File: config.mk
export PLATFORM = sky130hd
export DESIGN_NAME = tri_port_regfile_ctrl
export DESIGN_NICKNAME = d
export VERILOG_FILES = /design/src/rtl/tri_port_regfile_ctrl.sv
export SDC_FILE = /design/constraint.sdc
export NUM_CORES = 1
export LEC_CHECK = 0
export CAP_MARGIN = 25
export CORE_ASPECT_RATIO = 1.25
export CORE_MARGIN = 4
export CORE_UTILIZATION = 42
export CTS_CLUSTER_DIAMETER = 120
export DETAILED_ROUTE_END_ITERATION = 8
export GPL_TIMING_DRIVEN = 0
export PLACE_DENSITY = 0.84
export SLEW_MARGIN = 20
export SYNTH_ARGS = -nofsm -noshare
export SYNTH_HDL_FRONTEND = slang
export SYNTH_SLANG_ARGS = --single-unit
File: constraint.sdc
create_clock -name clk_in -period 2.8 [get_ports clk_in]
set_input_delay 0.56 -clock clk_in [delete_from_list [all_inputs] [get_ports clk_in]]
set_output_delay 0.56 -clock clk_in [all_outputs]
set_load 0.01 [all_outputs]
File: src/rtl/tri_port_regfile_ctrl.sv
// tri_port_regfile_ctrl
//   Sequences single requests (read / write / cam) onto a tri-port register
//   file and returns one response per request through a valid/ready handshake.
//   Per request: IDLE (accept) -> ISSUE (port enable pulse) -> WAIT (sample
//   regfile outputs) -> RESP (hold response until accepted) -> IDLE.
//
// Ports
//   clk_in, reset_in             clock, asynchronous active-low reset
//   request_*                    request channel (op 00 rd, 01 wr, 10 cam, 11 rsvd)
//   response_*                   response channel (data, cam hit/index, error)
//   read_/write_/cam_en_out      regfile port enables, one-cycle pulse in ISSUE
//   *_entry_addr_decoded_out     one-hot entry address of the active port
//   cam_entry_out/write_entry_out cam key / write data of the active port
//   read_entry_in                regfile read data, one cycle after read_en
//   cam_result_decoded_in        regfile match vector, one cycle after cam_en
//   entry_valid_flatted_in       regfile per-entry valid bits
//
// Configuration macro
//   TRI_PORT_REGFILE_CTRL_CAM_HIGH_PRIORITY_EN : multi-hit cam reports the
//   highest matching index; when undefined, the lowest.
module tri_port_regfile_ctrl #(
   parameter int SINGLE_ENTRY_SIZE_IN_BITS = 8,
   parameter int NUMBER_ENTRY              = 4,
   parameter int NUMBER_ENTRY_LOG2         = 2
) (
   input  logic                                 clk_in,
   input  logic                                 reset_in,
   input  logic                                 request_valid_in,
   output logic                                 request_ready_out,
   input  logic [1:0]                           request_op_in,
   input  logic [NUMBER_ENTRY_LOG2-1:0]         request_addr_in,
   input  logic [SINGLE_ENTRY_SIZE_IN_BITS-1:0] request_data_in,
   output logic                                 response_valid_out,
   input  logic                                 response_ready_in,
   output logic [SINGLE_ENTRY_SIZE_IN_BITS-1:0] response_data_out,
   output logic                                 response_hit_out,
   output logic [NUMBER_ENTRY_LOG2-1:0]         response_index_out,
   output logic                                 response_error_out,
   output logic                                 read_en_out,
   output logic                                 write_en_out,
   output logic                                 cam_en_out,
   output logic [NUMBER_ENTRY-1:0]              read_entry_addr_decoded_out,
   output logic [NUMBER_ENTRY-1:0]              write_entry_addr_decoded_out,
   output logic [SINGLE_ENTRY_SIZE_IN_BITS-1:0] cam_entry_out,
   output logic [SINGLE_ENTRY_SIZE_IN_BITS-1:0] write_entry_out,
   input  logic [SINGLE_ENTRY_SIZE_IN_BITS-1:0] read_entry_in,
   input  logic [NUMBER_ENTRY-1:0]              cam_result_decoded_in,
   input  logic [NUMBER_ENTRY-1:0]              entry_valid_flatted_in
);

   typedef enum logic [1:0] {IDLE, ISSUE, WAIT, RESP} state_t;

   state_t                                 state, state_next;
   logic [1:0]                             op;
   logic [NUMBER_ENTRY_LOG2-1:0]           addr;
   logic [SINGLE_ENTRY_SIZE_IN_BITS-1:0]   data;
   logic                                   bad;
   logic                                   accept;
   logic                                   issue;
   logic [NUMBER_ENTRY-1:0]                onehot;
   logic [NUMBER_ENTRY_LOG2-1:0]           cam_index;
   logic [SINGLE_ENTRY_SIZE_IN_BITS-1:0]   rsp_data;
   logic                                   rsp_hit;
   logic [NUMBER_ENTRY_LOG2-1:0]           rsp_index;
   logic                                   rsp_error;

   // Ready is held low while reset is asserted so every output reads 0.
   assign request_ready_out = (state == IDLE) && reset_in;
   assign accept            = request_valid_in && request_ready_out;

   always_ff @(posedge clk_in or negedge reset_in) begin
      if (!reset_in) state <= IDLE;
      else           state <= state_next;
   end

   always_comb begin
      state_next = state;
      unique case (state)
         IDLE:    if (accept) state_next = ISSUE;
         ISSUE:   state_next = WAIT;
         WAIT:    state_next = RESP;
         RESP:    if (response_ready_in) state_next = IDLE;
         default: state_next = IDLE;
      endcase
   end

   // Request capture; out-of-range addresses are folded into the reserved-op path.
   always_ff @(posedge clk_in or negedge reset_in) begin
      if (!reset_in) begin
         op   <= '0;
         addr <= '0;
         data <= '0;
         bad  <= 1'b0;
      end else if (accept) begin
         op   <= request_op_in;
         addr <= request_addr_in;
         data <= request_data_in;
         bad  <= (request_op_in == 2'b11) || (32'(request_addr_in) >= NUMBER_ENTRY);
      end
   end

   always_comb begin
      onehot = '0;
      for (int unsigned i = 0; i < NUMBER_ENTRY; i++)
         onehot[i] = (addr == NUMBER_ENTRY_LOG2'(i));
   end

   assign issue        = (state == ISSUE) && !bad;
   assign read_en_out  = issue && (op == 2'b00);
   assign write_en_out = issue && (op == 2'b01);
   assign cam_en_out   = issue && (op == 2'b10);

   assign read_entry_addr_decoded_out  = read_en_out  ? onehot : '0;
   assign write_entry_addr_decoded_out = write_en_out ? onehot : '0;
   assign write_entry_out              = write_en_out ? data   : '0;
   assign cam_entry_out                = cam_en_out   ? data   : '0;

   // Priority encoder: the last assignment in loop order wins.
   always_comb begin
      cam_index = '0;
`ifdef TRI_PORT_REGFILE_CTRL_CAM_HIGH_PRIORITY_EN
      for (int unsigned i = 0; i < NUMBER_ENTRY; i++)
         if (cam_result_decoded_in[i]) cam_index = NUMBER_ENTRY_LOG2'(i);
`else
      for (int unsigned i = NUMBER_ENTRY; i > 0; i--)
         if (cam_result_decoded_in[i-1]) cam_index = NUMBER_ENTRY_LOG2'(i-1);
`endif
   end

   // Regfile outputs are sampled on the edge closing WAIT and held through RESP.
   always_ff @(posedge clk_in or negedge reset_in) begin
      if (!reset_in) begin
         rsp_data  <= '0;
         rsp_hit   <= 1'b0;
         rsp_index <= '0;
         rsp_error <= 1'b0;
      end else if (state == WAIT) begin
         rsp_data  <= '0;
         rsp_hit   <= 1'b0;
         rsp_index <= '0;
         rsp_error <= 1'b0;
         if (bad) begin
            rsp_error <= 1'b1;
         end else begin
            unique case (op)
               2'b00: begin
                  if (entry_valid_flatted_in[addr]) rsp_data  <= read_entry_in;
                  else                              rsp_error <= 1'b1;
               end
               2'b10: begin
                  rsp_hit   <= |cam_result_decoded_in;
                  rsp_index <= cam_index;
               end
               default: ;
            endcase
         end
      end
   end

   assign response_valid_out = (state == RESP);
   assign response_data_out  = response_valid_out ? rsp_data  : '0;
   assign response_hit_out   = response_valid_out && rsp_hit;
   assign response_index_out = response_valid_out ? rsp_index : '0;
   assign response_error_out = response_valid_out && rsp_error;

endmodule
==> metrics.md <==
| Metric | Value |
|---|---|
| Outcome | complete, no violations |
| Slowest-stage cell, CP | clkdlybuf4s50_1 |
| Sequential share of power | 40.2% |
| Synth warn | 0 |
| Largest net degree at the start of global routing | 30 |
| Tot GR Track Use | between 10% and 20% |
| Wire per inst | 14.68 µm |
| Crit path DAT | 2.13 ns |
| Final setup fails | 0 |
| Dpl hpwl | 2.863 mm |
| FF-to-FF End | data[1] |
| Total Power | 1.723 mW |
| Setup WS post-layout | 0.1124 ns |
| Kind of cell adding the most delay to the critical path | buffers and inverters |
| Endpoints failing hold | 0 |
| Crit-path max FO | 9 |
| Number of flops mapped to enable cells by yosys | 0 |
| Inst Count DP | 237 |
| Worst setup EP type | output port |
| Synth-to-Final Area Change | 60.37% |
| Prevailing post-synth register cell | dfrtp_1 |
| GRT overflow | 0 |
| Clk sink count | 27 |
| Root Driver | clkbuf_8 |
| Die area | about 4400 µm² |
| Routed Wire Length | 3.552 mm |
| FF-to-FF setup slack | 0.90 ns |
| Register area share after synthesis | ~48% |
| Fmax | around 0.37 GHz |
| Initial Util | 43.79% |
| Die height | 72.81 µm |
| DR iter-0 viols | 21 |
| Worst skew pair latency | around 0.27 ns |
| Int Power | roughly 1.1 mW |
| Routability cong. | about 0.75 |
| Pwr/cell area | 761.1 nW/µm² |
| Vias | roughly 1200 |
| Clock Tree Buf Depth | 2 |
| Final Cycle Share | 95.99% |
| H-tree levels | 1 |
| Via/cell ratio | 5.033 |
| CP cell instances | inv_1 > ha_1 > nor2b_4 > nand3b_1 > inv_2 > buf_4 > clkdlybuf4s50_1 |
| Maximum VDD drop | ~0.48 mV |
| Mapped Area | 1411 µm² |
| Startpoint types | flop |
| CTS Hold Bufs | 0 |
| RSZ-0062 raised after global routing | yes |
| Number of global-route vias before repair | 1394 |
| CTS tree | done |
| Hold Crit Class | input port to async pin |
| Slew headroom | 58.76% |
| Ant diodes | 0 |
| Die X | roughly 60 µm |
| Power share of the clock group | approximately an eighth |
| Max_cap viols | 0 |
| Core Footprint | 3223 µm² |
| Initial antenna violation count | 0 |
| Worst-Margin Slew | 0.6186 ns |
| First-pass GRT wire length | approximately 5.9 mm |
| Pre-CTS WS | 0.2525 ns |
| Clock period minus worst slack | 2.688 ns |
| Seq cells post-synth | 27 |
| Setup CP Type | flop to output port |
| Final std cells w/o fill | 242 |
| P_leak | 1.140 nW |
| Max stage delay on crit path | 0.52 ns |
| Share of cells above drive strength 1 | 12.20% |
| Ys async rst share | 100.0% |
| Post-synth net total | 164 |
| Antenna Violating Nets Remaining | 0 |
| Row count | 23 |
| Net switching share of the total power | 34.00% |
| Synth unique cells | 26 |
| I/O pin cnt | 73 |
| CTS Buf Count | 3 |
| Cells after Synth | ~130 |
| Final Skew | 0.001489 ns |
| Switching power | ~0.59 mW |
| Comb power frac | 47.3% |
| Final setup TNS | 0 ns |
| DRC errors left | 0 |
| Slew Viols, Final | 0 |
| Worst R2R Start | state[0] |
| Final net count | 242 |
| Buf/Inv on CP | 4 |
| Avg Inst Size Synth | 11.03 µm² |
| CP required | around 2.2 ns |
| FF-to-FF path depth | 5 |
| DR pass1 iterations | 4 |
| Reg clk slew, reported paths | around 0.090 ns |
| I/O Buffers | 72 |
worst max path at each step:
stage / start / to / slack (ns) / cells past startpoint
floorplan: state[1] / write_entry_out[0] / 0.96 / 6
global placement: reset_in / data[0] / -0.51 / 4
detailed placement: state[1] / write_entry_out[1] / 0.25 / 7
CTS: state[1] / write_entry_out[1] / 0.001 / 7
global route: state[1] / write_entry_addr_decoded_out[2] / -0.06 / 6
finish: state[1] / write_en_out / 0.11 / 7
routing by layer:
metal	routed length [µm]	track usage, %	vias up
li1	-	-	590
met1	1315	18.11	568
met2	1870	33.05	56
met3	344	5.664	4
met4	22	3.448	0
met5	0	0	-
power groups by stage:
stage | clock network, mW | logic (mW) | registers [mW]
global route | 0.240 | 0.910 | 0.717
finish | 0.215 | 0.815 | 0.692
CTS | 0.223 | 0.819 | 0.687
detailed placement | 0 | 0.811 | 0.697
global placement | 0 | 0.781 | 0.679
floorplan | 0 | 0.514 | 0.658
through the flow:
stage / area [µm²] / hold slack [ns] / util, %
after floorplan: 1411 / 0.2644 / -
after global placement: 2178 / 0.4683 / 67.59
after detailed placement: 2173 / 0.4838 / 67.43
after CTS: 2220 / 0.3106 / 68.87
after global routing: 2263 / 0.3464 / 70.23
final: 2263 / 0.2977 / 70.23
Yosys cell counts, types with 2 or more instances:
library cell | number | area share (%)
and2_1 | 29 | 13
dfrtp_1 | 27 | 48
mux2_2 | 13 | 10
a22o_1 | 8 | 5.0
inv_1 | 7 | 1.9
clkbuf_1 | 5 | 1.3
ha_1 | 4 | 3.5
nand2_1 | 4 | 1.1
nor2_1 | 4 | 1.1
nor3b_1 | 4 | 2.1
a21oi_1 | 2 | 0.71
buf_6 | 2 | 1.6
nand3_1 | 2 | 0.71
nor2b_1 | 2 | 0.89
nor3_1 | 2 | 0.71
o21ai_0 | 2 | 0.71
o2bb2ai_1 | 2 | 1.2
cell families after synthesis:
kind of cell	count (synthesis)	synth area share, %
buf+inv	14	4.788
mux	15	12.68
simple gates	51	21.54
compound gates	17	9.575
fa+ha+maj	4	3.546
flops	27	47.87
flip-flops by register name (all words and copies together), names as in the netlist:
register / flops
addr: 2
bad: 1
data: 8
op: 2
rsp_data: 8
rsp_error: 1
rsp_hit: 1
rsp_index: 2
state: 2
layout make-up:
type / instances / area [µm²]
Sequential cell: 27 / 675.6
Clock buffer: 3 / 41.29
Clock inverter: 1 / 5.005
Fill cell: 250 / 959.7
Buffer: 6 / 37.54
Tap cell: 37 / 46.29
Inverter: 7 / 26.28
Multi-Input combinational cell: 87 / 675.6
Timing Repair Buffer: 74 / 755.7
layout by cell type (no fill, tap or decap), types with 3 or more instances in the layout:
cell type and instances:
a22o_1 8, and2_1 29, clkbuf_1 4, clkbuf_8 3
clkdlybuf4s50_1 61, dfrtp_1 27, dlymetal6s2s_1 10, ha_1 4
inv_1 6, mux2_2 13, nand2_1 4, nor2_1 4
nor3b_1 4
repair_timing:
item / in CTS / in global routing
pin swaps: 0 / 1
setup buffers: 0 / 2
resized for setup: 1 / 12
endpoints found under the setup margin: 8 / 18
Power figures use the tool's default switching activity.
